<file path="src/rtl/wf_audio_pkg.sv">
// rtl/wf_audio_pkg.sv - shared audio-path defaults and sample types
// Holds I2S frame geometry defaults, derived widths and the stereo pair type.
package wf_audio_pkg;

  localparam int DATA_W      = 16;
  localparam int SCK_LOG2    = 4;
  localparam int SLOT_LOG2   = 5;

  localparam int FRAME_CNT_W = SCK_LOG2 + SLOT_LOG2 + 1;
  localparam int SHIFT_W     = 2 * (2 ** SLOT_LOG2);

  typedef struct packed {
    logic [DATA_W-1:0] left;
    logic [DATA_W-1:0] right;
  } stereo_pair_t;

endpackage

</file>
<file path="src/rtl/wf_i2s_frame_buf.sv">
// rtl/wf_i2s_frame_buf.sv - one-entry stereo holding buffer
// Accepts a pair on s_valid && s_ready and releases it on the take strobe.
module wf_i2s_frame_buf
  import wf_audio_pkg::*;
#(
  parameter int WIDTH = DATA_W
) (
  input  logic             clk,
  input  logic             rst_n,
  input  logic             s_valid,
  output logic             s_ready,
  input  logic [WIDTH-1:0] s_left,
  input  logic [WIDTH-1:0] s_right,
  input  logic             take,
  output logic             full,
  output logic [WIDTH-1:0] left,
  output logic [WIDTH-1:0] right
);

  logic write;

  assign write = s_valid && s_ready;

  // s_ready is kept as a separate register, always the inverse of full.
  always_ff @(posedge clk or negedge rst_n) begin
    if (!rst_n) begin
      full    <= 1'b0;
      s_ready <= 1'b1;
      left    <= '0;
      right   <= '0;
    end else begin
      if (write) begin
        left    <= s_left;
        right   <= s_right;
        full    <= 1'b1;
        s_ready <= 1'b0;
      end else if (take) begin
        full    <= 1'b0;
        s_ready <= 1'b1;
      end
    end
  end

endmodule

</file>
<file path="src/rtl/wf_i2s_tx.sv">
// rtl/wf_i2s_tx.sv - stereo I2S transmitter with clock derivation
// Optional WF_I2S_TX_UNDERRUN_HOLD_EN: replay the last loaded pair on underrun.
module wf_i2s_tx #(
  parameter int DATA_W    = wf_audio_pkg::DATA_W,
  parameter int SCK_LOG2  = wf_audio_pkg::SCK_LOG2,
  parameter int SLOT_LOG2 = wf_audio_pkg::SLOT_LOG2
) (
  input  logic              clk,
  input  logic              rst_n,
  input  logic              s_valid,
  output logic              s_ready,
  input  logic [DATA_W-1:0] s_left,
  input  logic [DATA_W-1:0] s_right,
  output logic              mclk,
  output logic              sck,
  output logic              lrck,
  output logic              sdata,
  output logic              underrun
);

  localparam int CNT_W     = SCK_LOG2 + SLOT_LOG2 + 1;
  localparam int SLOT_BITS = 2 ** SLOT_LOG2;
  localparam int SH_W      = 2 * SLOT_BITS;
  localparam int PAD_W     = SLOT_BITS - 1 - DATA_W;

  logic [CNT_W-1:0]  frame_cnt;
  logic [SH_W-1:0]   shift_reg;
  logic              fall_evt;
  logic              load_pt;
  logic              full;
  logic [DATA_W-1:0] buf_left;
  logic [DATA_W-1:0] buf_right;

  assign fall_evt = &frame_cnt[SCK_LOG2-1:0];
  assign load_pt  = &frame_cnt;

  wf_i2s_frame_buf #(
    .WIDTH (DATA_W)
  ) u_frame_buf (
    .clk     (clk),
    .rst_n   (rst_n),
    .s_valid (s_valid),
    .s_ready (s_ready),
    .s_left  (s_left),
    .s_right (s_right),
    .take    (load_pt),
    .full    (full),
    .left    (buf_left),
    .right   (buf_right)
  );

  // Leading zero per slot is the I2S one-bit delay after the lrck edge.
  function automatic logic [SH_W-1:0] frame_word(input logic [DATA_W-1:0] l,
                                                 input logic [DATA_W-1:0] r);
    return {1'b0, l, {PAD_W{1'b0}}, 1'b0, r, {PAD_W{1'b0}}};
  endfunction

  always_ff @(posedge clk or negedge rst_n) begin
    if (!rst_n) begin
      frame_cnt <= '0;
    end else begin
      frame_cnt <= frame_cnt + CNT_W'(1);
    end
  end

`ifdef WF_I2S_TX_UNDERRUN_HOLD_EN
  logic [DATA_W-1:0] last_left;
  logic [DATA_W-1:0] last_right;

  always_ff @(posedge clk or negedge rst_n) begin
    if (!rst_n) begin
      last_left  <= '0;
      last_right <= '0;
    end else if (load_pt && full) begin
      last_left  <= buf_left;
      last_right <= buf_right;
    end
  end
`endif

  always_ff @(posedge clk or negedge rst_n) begin
    if (!rst_n) begin
      shift_reg <= '0;
    end else if (load_pt) begin
      if (full) begin
        shift_reg <= frame_word(buf_left, buf_right);
      end else begin
`ifdef WF_I2S_TX_UNDERRUN_HOLD_EN
        shift_reg <= frame_word(last_left, last_right);
`else
        shift_reg <= '0;
`endif
      end
    end else if (fall_evt) begin
      shift_reg <= {shift_reg[SH_W-2:0], 1'b0};
    end
  end

  // Clocks come straight from counter flops so they cannot glitch.
  assign mclk     = frame_cnt[1];
  assign sck      = frame_cnt[SCK_LOG2-1];
  assign lrck     = frame_cnt[CNT_W-1];
  assign sdata    = shift_reg[SH_W-1];
  assign underrun = load_pt && !full;

endmodule

</file>
<file path="config.mk">
export PLATFORM = sky130hd
export DESIGN_NAME = wf_i2s_tx
export DESIGN_NICKNAME = d
export VERILOG_FILES = /design/src/rtl/wf_audio_pkg.sv /design/src/rtl/wf_i2s_frame_buf.sv /design/src/rtl/wf_i2s_tx.sv
export SDC_FILE = /design/constraint.sdc
export NUM_CORES = 1
export LEC_CHECK = 0
export BUFFER_PORTS_ARGS = -buffer_cell sky130_fd_sc_hd__buf_2
export CORE_ASPECT_RATIO = 0.9
export CORE_MARGIN = 2
export CORE_UTILIZATION = 25
export DETAILED_ROUTE_END_ITERATION = 7
export GPL_ROUTABILITY_DRIVEN = 0
export SLEW_MARGIN = 5
export SYNTH_ARGS = -nofsm -noshare
export SYNTH_HDL_FRONTEND = slang
export SYNTH_SLANG_ARGS = --single-unit
export TNS_END_PERCENT = 50
</file>
<file path="constraint.sdc">
create_clock -name clk -period 1.5 [get_ports clk]
set_input_delay 0.15 -clock clk [delete_from_list [all_inputs] [get_ports clk]]
set_output_delay 0.15 -clock clk [all_outputs]
set_load 0.02 [all_outputs]
</file>
==> run summary <==
Overflow after GRT: 0
Die Y: 124 um
I/O Pins: 41
Number of port buffers: 40
Die W: 137 um
Max Slew Vio Count: 0
Critical Path RT: 1350 ps
Max Root-Sink Buffers: 2
HPWL Detailed: 5.57 mm
1st-pass router iterations: 4
Max cap viols: 0
GRT Util Overall: 10.4%
Status: finished with violations
Number of inserted diodes: 0
Setup_tns: -21.6 ps
Worst-margin pin slew: 469 ps
Post-route worst setup slack: -21.6 ps
Unique cell type count in the Yosys netlist: 27
Drt via density: 4.61
Arrival @ worst endpoint: 1370 ps
First-pass GRT wire length: 13.9 mm
DR WL/cell: 13.5 um
WL final: 8.41 mm
Most frequent cells in the layout: 92 x dfrtp_1, 38 x buf_2, 37 x nand2_1, 36 x o21ai_0
Row cnt: 43
Post-layout net count: 453
P&R area growth vs syn: 23.6%
Worst hold path type: in2reg
Async set-reset flop share out of synthesis: 100%
F_max: 657 MHz
Via Count: 2877
YS warnings: 0
Minimum clock period: 1520 ps
Pwr/cell area: 1070 nW/um2
CTS tree: built
Initial Utilization: 25.8%
Leading cell type in the layout, fill and taps excluded: dfrtp_1
Clock slew at reported path FFs: 60 ps
Share of cells above drive strength 1: 29.1%
Leading area contributor after synthesis: dfrtp_1
Layout Skew: 5.01 ps
Critical path class: reg2out
Leakage: 2.14 nW
Mapped Nets: 403
Die area: 17000 um2
Core area: 15500 um2
Endpoints failing hold: 0
Vias in the first global route: 2814
Clk root buf: clkbuf_16
Sink Count: 93
Post-route DRC violation count: 0
EDFF count, synth: 0
Share of the synthesized area in the top cell type: 57.6%
Hold Worst Slack: 36.9 ps
R2R Setup Slk: 10 ps
Ys flop type: dfrtp_1
H-tree levels: 3
Worst rel slew slack: 68.8%
Yosys reg bits: 93
Power Total: 0.00528 W
CP Capture Type: output pin
Initial antenna violation count: 0
Drt first-iter violations: 165
Antenna Violating Nets Remaining: 0
Final setup viols: 1
Crit start category: flip-flop
Worst-Skew Late Latency: 340 ps
RSZ-0062 raised after global routing: true
Seq/Total Area, Yosys: 58.3%
Failing checks: setup timing
Final period util: 101%
Post-Synthesis Cells: 367
Core Util, Final: 31.8%
Total clock buffers created by CTS: 9
Avg Inst Size Synth: 10.9 um2
Crit Path Max Fanout: 2
Pin count of the biggest net entering global routing: 55
Worst vdd ir: 0.599 mV
Post-Syn Area: 3990 um2
Max reg flops: 49
Area contributors post-synth: dfrtp_1 58%, mux2_2 9.0%, nand4_1 5.2%, a31oi_1 4.9%, o21ai_0 4.5%
area by class of cell:
| cell class | count | area (um2) |
|---|---|---|
| Tap cell | 202 | 253 |
| Sequential cell | 93 | 2330 |
| Inverter | 3 | 11.3 |
| Timing Repair Buffer | 71 | 547 |
| Multi-Input combinational cell | 239 | 1490 |
| Fill cell | 1568 | 10600 |
| Clock buffer | 12 | 236 |
| Clock inverter | 4 | 72.6 |
synthesized netlist by cell type, drive strengths merged, types with 2 or more instances:
library cell,count
a22o,2
clkbuf,9
xor2,4
inv,3
dfrtp,92
mux2,32
xnor2,4
nand3,5
a31oi,31
nor3,2
nand2,37
buf,23
nor2,35
and3,2
o21ai,48
nand4,33
per-stage QoR:
stage	setup slack, ps	cells	instance area (um2)
global placement	108	601	4500
CTS	-22.6	621	4880
detailed placement	53.9	601	4500
finish	-21.6	624	4930
floorplan	12.8	367	4000
global route	-71.6	624	4930
final timing paths:
kind	start	end	cells past startpoint
max in group asynchronous	rst_n	u_frame_buf.s_ready$_DFFE_PN1P_	3
hold reg to reg	shift_reg[63]$_DFFE_PN0P_	shift_reg[63]$_DFFE_PN0P_	2
setup reg to reg	frame_cnt[0]$_DFF_PN0_	shift_reg[35]$_DFFE_PN0P_	6
setup / recovery	frame_cnt[0]$_DFF_PN0_	underrun	5
hold / removal	s_left[4]	u_frame_buf.left[4]$_DFFE_PN0P_	2
min in group asynchronous	rst_n	u_frame_buf.right[2]$_DFFE_PN0P_	2
metal layers:
metal | GRT usage (%) | vias up | share of wire (%)
met2 | 15.6 | 55 | 46
li1 | - | 1402 | -
met3 | 2.24 | 15 | 3.2
met5 | 0 | - | 0
met4 | 4.57 | 0 | 2.2
met1 | 14.5 | 1405 | 48
cell families (layout without fill, tap and decap cells):
kind of cell	Yosys count	in the layout	share of synthesized area, %
DFF	93	93	58.3
and+or+nand+nor	116	116	13.8
muxes	33	33	9.27
adders and majority gates	1	1	0.313
buffers and inverters	35	90	5.23
xor gates and xnor gates	8	8	1.75
AOI/OAI and AO/OA	81	81	11.3
power by group:
group | switching [W] | internal, W | total, W
logic | 0.000103 | 0.000124 | 0.000228
clock network | 0.000915 | 0.00146 | 0.00237
registers | 0.0000655 | 0.00261 | 0.00268
total | 0.00108 | 0.00419 | 0.00528
worst max-delay path, cell delays in order, from the launching register on:
cell and delay [ps]:
dfrtp_1 360, ha_2 180, and3_4 210, nand3_4 80, nor2_4 80, buf_6 120
timing repair:
| action | 4_1_cts | 5_1_grt |
|---|---|---|
| hold endpoints to repair | 33 | 0 |
| resized for setup | 9 | 3 |
| buffers inserted | 2 | 2 |
| setup endpoints to repair | 1 | 38 |
| hold buffers | 2 | 0 |
| pin swaps | 1 | 1 |
| cloned | 0 | 1 |
Power figures use the tool's default switching activity.
